## src/rtl/uart_arb_pkg.sv

```systemverilog
// -----------------------------------------------------------------------------
// uart_arb_pkg
// Shared types and widths for the UART transmit arbiter and its round-robin
// picker.
//   arb_state_t : arbiter FSM states
//   GRANT_W     : width of a requester index (up to 8 requesters)
//   CNT_W       : per-grant byte counter width (9 bits so 256 compares exactly)
// -----------------------------------------------------------------------------
package uart_arb_pkg;
  typedef enum logic [1:0] {IDLE, ISSUE, WAIT_BUSY, DRAIN} arb_state_t;
  localparam int GRANT_W = 3;
  localparam int CNT_W   = 9;
endpackage

```

## src/rtl/uart_tx_arbiter_rr_picker.sv

```systemverilog
// -----------------------------------------------------------------------------
// rr_picker
// Purely combinational round-robin search: returns the first set bit of
// i_req strictly after i_rr_ptr, wrapping around to index 0.
//   i_req     : request vector (N_REQ bits)
//   i_rr_ptr  : index of the most recently served requester
//   o_any     : at least one request is set
//   o_idx     : chosen requester index (meaningful when o_any=1)
// -----------------------------------------------------------------------------
module rr_picker
  import uart_arb_pkg::*;
#(
  parameter int N_REQ = 3
) (
  input  logic [N_REQ-1:0]   i_req,
  input  logic [GRANT_W-1:0] i_rr_ptr,
  output logic               o_any,
  output logic [GRANT_W-1:0] o_idx
);

  always_comb begin
    o_any = |i_req;
    o_idx = '0;
    // Wrapped candidates (at or below the pointer): lowest index wins.
    for (int j = N_REQ - 1; j >= 0; j--) begin
      if (i_req[j] && (GRANT_W'(j) <= i_rr_ptr)) o_idx = GRANT_W'(j);
    end
    // Candidates above the pointer take precedence over wrapped ones.
    for (int j = N_REQ - 1; j >= 0; j--) begin
      if (i_req[j] && (GRANT_W'(j) > i_rr_ptr)) o_idx = GRANT_W'(j);
    end
  end

endmodule

```

## src/rtl/uart_tx_arbiter.sv

```systemverilog
// -----------------------------------------------------------------------------
// uart_tx_arbiter
// Shares one async_transmitter among N_REQ byte-stream requesters using
// round-robin arbitration with packet lock. A grant is held until the owner
// flags its last byte or MAX_PKT bytes have been sent.
//   i_Clk, i_Rst_n : clock, asynchronous active-low reset
//   i_req_valid    : requester k has a byte ready
//   i_req_data     : byte of requester k in bits [8k+7:8k]
//   i_req_last     : presented byte ends requester k's packet
//   o_req_ready    : byte of requester k accepted this cycle (one-hot or zero)
//   o_tx_start     : one-cycle start pulse to the transmitter
//   o_tx_data      : byte to the transmitter, held until the next start
//   i_tx_busy      : transmitter busy
//   o_grant_id     : current owner, valid when o_active=1
//   o_active       : a grant is held
//
// Handshake: a byte moves from requester k when o_req_ready[k] and
// i_req_valid[k] are both high in the same cycle; the requester keeps valid,
// data and last stable until that cycle.
// -----------------------------------------------------------------------------
module uart_tx_arbiter
  import uart_arb_pkg::*;
#(
  parameter int N_REQ     = 3,
  parameter int MAX_PKT   = 256,
  parameter int BUSY_WAIT = 4
) (
  input  logic                 i_Clk,
  input  logic                 i_Rst_n,
  input  logic [N_REQ-1:0]     i_req_valid,
  input  logic [8*N_REQ-1:0]   i_req_data,
  input  logic [N_REQ-1:0]     i_req_last,
  output logic [N_REQ-1:0]     o_req_ready,
  output logic                 o_tx_start,
  output logic [7:0]           o_tx_data,
  input  logic                 i_tx_busy,
  output logic [GRANT_W-1:0]   o_grant_id,
  output logic                 o_active
);

  localparam int WAIT_W = (BUSY_WAIT > 1) ? $clog2(BUSY_WAIT) : 1;

  arb_state_t          r_state, w_state;
  logic [GRANT_W-1:0]  r_grant, w_grant;
  logic [GRANT_W-1:0]  r_rr_ptr, w_rr_ptr;
  logic                r_active, w_active;
  logic                r_tx_start, w_tx_start;
  logic [7:0]          r_tx_data, w_tx_data;
  logic [N_REQ-1:0]    r_ready, w_ready;
  logic                r_last, w_last;
  logic [CNT_W-1:0]    r_cnt, w_cnt;
  logic [WAIT_W-1:0]   r_wait, w_wait;

  logic                w_any;
  logic [GRANT_W-1:0]  w_pick;
  logic                w_sel_valid;
  logic [7:0]          w_sel_data;
  logic                w_sel_last;

  rr_picker #(.N_REQ(N_REQ)) u_picker (
    .i_req    (i_req_valid),
    .i_rr_ptr (r_rr_ptr),
    .o_any    (w_any),
    .o_idx    (w_pick)
  );

  // Current owner's request signals.
  always_comb begin
    w_sel_valid = 1'b0;
    w_sel_data  = 8'h00;
    w_sel_last  = 1'b0;
    for (int k = 0; k < N_REQ; k++) begin
      if (r_grant == GRANT_W'(k)) begin
        w_sel_valid = i_req_valid[k];
        w_sel_data  = i_req_data[8*k +: 8];
        w_sel_last  = i_req_last[k];
      end
    end
  end

  always_comb begin
    w_state    = r_state;
    w_grant    = r_grant;
    w_rr_ptr   = r_rr_ptr;
    w_active   = r_active;
    w_tx_start = 1'b0;
    w_tx_data  = r_tx_data;
    w_ready    = '0;
    w_last     = r_last;
    w_cnt      = r_cnt;
    w_wait     = r_wait;
    case (r_state)
      IDLE: begin
        if (w_any) begin
          w_grant  = w_pick;
          w_active = 1'b1;
          w_cnt    = '0;
          w_state  = ISSUE;
        end
      end
      ISSUE: begin
        // A dropped valid keeps the grant: the packet stays atomic.
        if (w_sel_valid && !i_tx_busy) begin
          w_tx_start = 1'b1;
          w_tx_data  = w_sel_data;
          for (int k = 0; k < N_REQ; k++) w_ready[k] = (r_grant == GRANT_W'(k));
          w_last     = w_sel_last;
          w_cnt      = r_cnt + CNT_W'(1);
          w_wait     = '0;
          w_state    = WAIT_BUSY;
        end
      end
      WAIT_BUSY: begin
        // Give up waiting for busy after BUSY_WAIT cycles so a silent
        // transmitter cannot hang the arbiter.
        if (i_tx_busy || (r_wait == WAIT_W'(BUSY_WAIT - 1))) w_state = DRAIN;
        else w_wait = r_wait + WAIT_W'(1);
      end
      DRAIN: begin
        if (!i_tx_busy) begin
          if (r_last || (r_cnt == CNT_W'(MAX_PKT))) begin
            w_rr_ptr = r_grant;
            w_active = 1'b0;
            w_state  = IDLE;
          end else begin
            w_state = ISSUE;
          end
        end
      end
      default: w_state = IDLE;
    endcase
  end

  always_ff @(posedge i_Clk or negedge i_Rst_n) begin
    if (!i_Rst_n) begin
      r_state    <= IDLE;
      r_grant    <= '0;
      r_rr_ptr   <= GRANT_W'(N_REQ - 1);
      r_active   <= 1'b0;
      r_tx_start <= 1'b0;
      r_tx_data  <= 8'h00;
      r_ready    <= '0;
      r_last     <= 1'b0;
      r_cnt      <= '0;
      r_wait     <= '0;
    end else begin
      r_state    <= w_state;
      r_grant    <= w_grant;
      r_rr_ptr   <= w_rr_ptr;
      r_active   <= w_active;
      r_tx_start <= w_tx_start;
      r_tx_data  <= w_tx_data;
      r_ready    <= w_ready;
      r_last     <= w_last;
      r_cnt      <= w_cnt;
      r_wait     <= w_wait;
    end
  end

  assign o_req_ready = r_ready;
  assign o_tx_start  = r_tx_start;
  assign o_tx_data   = r_tx_data;
  assign o_grant_id  = r_grant;
  assign o_active    = r_active;

endmodule

```

## config.mk

```make
export PLATFORM = sky130hd
export DESIGN_NAME = uart_tx_arbiter
export DESIGN_NICKNAME = d
export VERILOG_FILES = /design/src/rtl/uart_arb_pkg.sv /design/src/rtl/uart_tx_arbiter_rr_picker.sv /design/src/rtl/uart_tx_arbiter.sv
export SDC_FILE = /design/constraint.sdc
export NUM_CORES = 1
export LEC_CHECK = 0
export CORE_MARGIN = 2
export CORE_UTILIZATION = 40
export DETAILED_ROUTE_END_ITERATION = 16
export PLACE_DENSITY = 0.71
export SLEW_MARGIN = 5
export SYNTH_ARGS = -nofsm -noshare
export SYNTH_HDL_FRONTEND = slang
export SYNTH_HIERARCHICAL = 1
export SYNTH_SLANG_ARGS = --single-unit
```

## constraint.sdc

```tcl
create_clock -name i_Clk -period 2.03 [get_ports i_Clk]
set_clock_uncertainty 0.1 [all_clocks]
set_input_delay 0.609 -clock i_Clk [delete_from_list [all_inputs] [get_ports i_Clk]]
set_output_delay 0.609 -clock i_Clk [all_outputs]
set_load 0.05 [all_outputs]
```

==> qor.txt <==
WP data required: 2140 ps
Switching pwr: 1.60 mW
Layout Nets: 319
Seq cells post-synth: 33
Clock share of power: 13.1%
Synth top area cells: dfrtp_1, mux2i_1, a21oi_1
Drt total wl: 4.64 mm
EDFF count, synth: 0
Hold WS: 379 ps
WS Path Type: reg2reg
Fin Setup TNS: 0 ps
Root Buffer: clkbuf_8
Sequential share of the synthesized area: 43.9%
Seq pwr share: 28.8%
CTS clock-pin slew for the worst setup and hold paths: 70 ps
Tot GR Track Use: 19.0%
Sw Share: 44.0%
Peak supply drop: 0.000874 V
WP data arrival: 2040 ps
DP Cell Count: 317
Final setup violation count: 0
Routed len/inst: 14.0 µm
DRT antenna net count: 0
Post-synth top area share: 42.5%
I/O pins: 49
Synth async-reset ratio: 100%
Vias: 1745
Initial Util: 42.4%
Initial antenna violation count: 0
Int Power: 2.03 mW
Vias in the first global route: 1735
Final RePlAce weighted congestion: 0.792
Slew Limit Fails: 0
Port Buffers: 48
Main synth FF type: dfrtp_1
Clock sinks: 33
Yosys cell types: 40
Hold/Removal Path Class: reg2reg
Status: completed
Initial drt markers: 69
Crit Path Max Fanout: 6
Std cell rows: 24
Ant diodes: 0
Area of the die: 5280 µm²
Final period util: 95.1%
Die W: 72.6 µm
Core ar.: 4440 µm²
# Max-Cap Violations: 0
CP Capture Type: register
Leakage: 1.24 nW
Synth Area per Inst: 9.52 µm²
Synth warn: 6
H-tree depth: 2
Share of post-route cells with drive strength above 1: 28.7%
Power, Total: 3.63 mW
Synthesized instance count: 198
Post-Syn Area: 1880 µm²
Cell Count, Final, Fillers Out: 331
Critical Path Source Type: register
Placement Setup Slack: -517 ps
Final Critical Period: 1930 ps
P&R area growth vs syn: 46.5%
Yosys top cell by area: dfrtp_1
Worst-skew pair later-pin latency: 280 ps
Gr ovfl total: 0
Worst Setup Slack, final: 100 ps
Pin count of the biggest net entering global routing: 19
Cts bufs inserted: 5
Syn Nets: 239
1st-pass router iterations: 4
Post-route DRC: 0
First-pass GRT wire length: 7.79 mm
CTS max path bufs: 2
Final Hold Viols: 0
Pwr Density: 1310 nW/µm²
Die Height: 72.6 µm
Vias per cell: 5.27
Hpwl dp: 3.48 mm
Fmax: 518 MHz
Logic pwr share: 58.1%
TritonCTS clock tree: yes
-- registers in the layout (all words and copies together) (netlist names), 2 cells and up --
| register | flops |
|---|---|
| r_wait | 2 |
| o_tx_data | 8 |
| o_req_ready | 3 |
| r_rr_ptr | 3 |
| r_state | 2 |
| r_cnt | 9 |
| o_grant_id | 3 |
-- cell families (layout without fill, tap and decap cells) --
kind of cell,Yosys count,after routing,synth area share [%]
other cells,1,1,0.199
xor+xnor,2,2,0.930
fa+ha+maj,8,8,5.31
simple gates,70,70,20.2
flops,33,33,43.9
mux,18,18,10.0
buf+inv,16,97,3.72
compound gates,50,50,15.7
-- stage by stage --
step / instance area [µm²] / util, %
2_1_floorplan: 1880 / -
3_3_place_gp: 2590 / 58.4
3_5_place_dp: 2590 / 58.4
4_1_cts: 2720 / 61.2
5_1_grt: 2760 / 62.1
6_report: 2760 / 62.1
-- power by group through the flow --
| stage | registers, mW | clock network [mW] | logic (mW) |
|---|---|---|---|
| after floorplan | 1.43 | 0 | 0.875 |
| final | 1.05 | 0.476 | 2.11 |
| after detailed placement | 1.05 | 0 | 2.00 |
| after global placement | 1.04 | 0 | 1.97 |
| after global routing | 1.07 | 0.511 | 2.31 |
| after CTS | 1.04 | 0.491 | 2.07 |
-- layout by cell type (no fill, tap or decap), types with 3 or more instances in the layout --
master / instances
buf_4: 47
dfrtp_1: 32
clkdlybuf4s50_1: 28
nand2_1: 20
a21oi_1: 19
o21ai_0: 18
nor2_1: 17
mux2i_1: 11
mux2_2: 7
ha_1: 6
inv_1: 5
nand4_1: 5
clkbuf_8: 5
nor2b_1: 4
or3_1: 3
o31ai_1: 3
dlygate4sd2_1: 3
buf_12: 3
-- worst paths after layout --
check,startpoint,endpoint,slack (ps),cells after the start
worst min register to register,o_tx_data[3]$_DFFE_PN0P_,o_tx_data[3]$_DFFE_PN0P_,380,2
worst max register to register,r_state[1]$_DFFE_PN0P_,r_cnt[5]$_DFFE_PN0P_,100,8
max in group asynchronous,i_Rst_n,r_rr_ptr[1]$_DFFE_PN1P_,1030,2
worst max-delay path,r_state[1]$_DFFE_PN0P_,r_cnt[5]$_DFFE_PN0P_,100,8
worst min-delay path,o_tx_data[3]$_DFFE_PN0P_,o_tx_data[3]$_DFFE_PN0P_,380,2
min in group asynchronous,i_Rst_n,r_rr_ptr[0]$_DFFE_PN0P_,560,2
-- layer usage --
metal | share of wire, % | track usage, % | routed length (µm) | vias up
met5 | 0 | 0 | 0 | -
met2 | 53 | 33.7 | 2440 | 43
met3 | 4.5 | 3.73 | 209 | 10
met1 | 41 | 22.3 | 1890 | 818
li1 | - | - | - | 874
met4 | 2.2 | 7.61 | 101 | 0
-- cells in the mapped netlist (4+ instances only) --
| cell type | count |
|---|---|
| nand2_1 | 20 |
| nor2b_1 | 4 |
| dfrtp_1 | 32 |
| clkbuf_1 | 5 |
| mux2_2 | 7 |
| mux2i_1 | 11 |
| nor2_1 | 17 |
| ha_1 | 8 |
| nand4_1 | 5 |
| o21ai_0 | 18 |
| inv_1 | 7 |
| a21oi_1 | 20 |
| or3_1 | 4 |
-- what timing repair did --
item,in CTS,in global routing
setup endpoints to repair,11,9
pin swaps,5,3
hold buffers,0,0
setup buffers,4,2
resized for setup,8,8
-- worst max-delay path, cell delays in order, from the launching register on --
cell and delay [ps]:
dfrtp_1 390, inv_1 110, ha_2 200, inv_2 80, nor3_4 170, a22oi_2 140, buf_4 170, or3_1 340
a21oi_1 160
-- final cells by class --
| cell class | instances | area, µm² |
|---|---|---|
| fillers | 398 | 1680 |
| flip-flops and latches | 33 | 827 |
| clock buffers | 6 | 72.6 |
| clock inverters | 2 | 10.0 |
| well taps | 52 | 65.1 |
| repair buffers | 82 | 729 |
| inverters | 7 | 26.3 |
| multi-input cells | 149 | 1030 |
No activity file was read; power rests on OpenSTA's default activity.
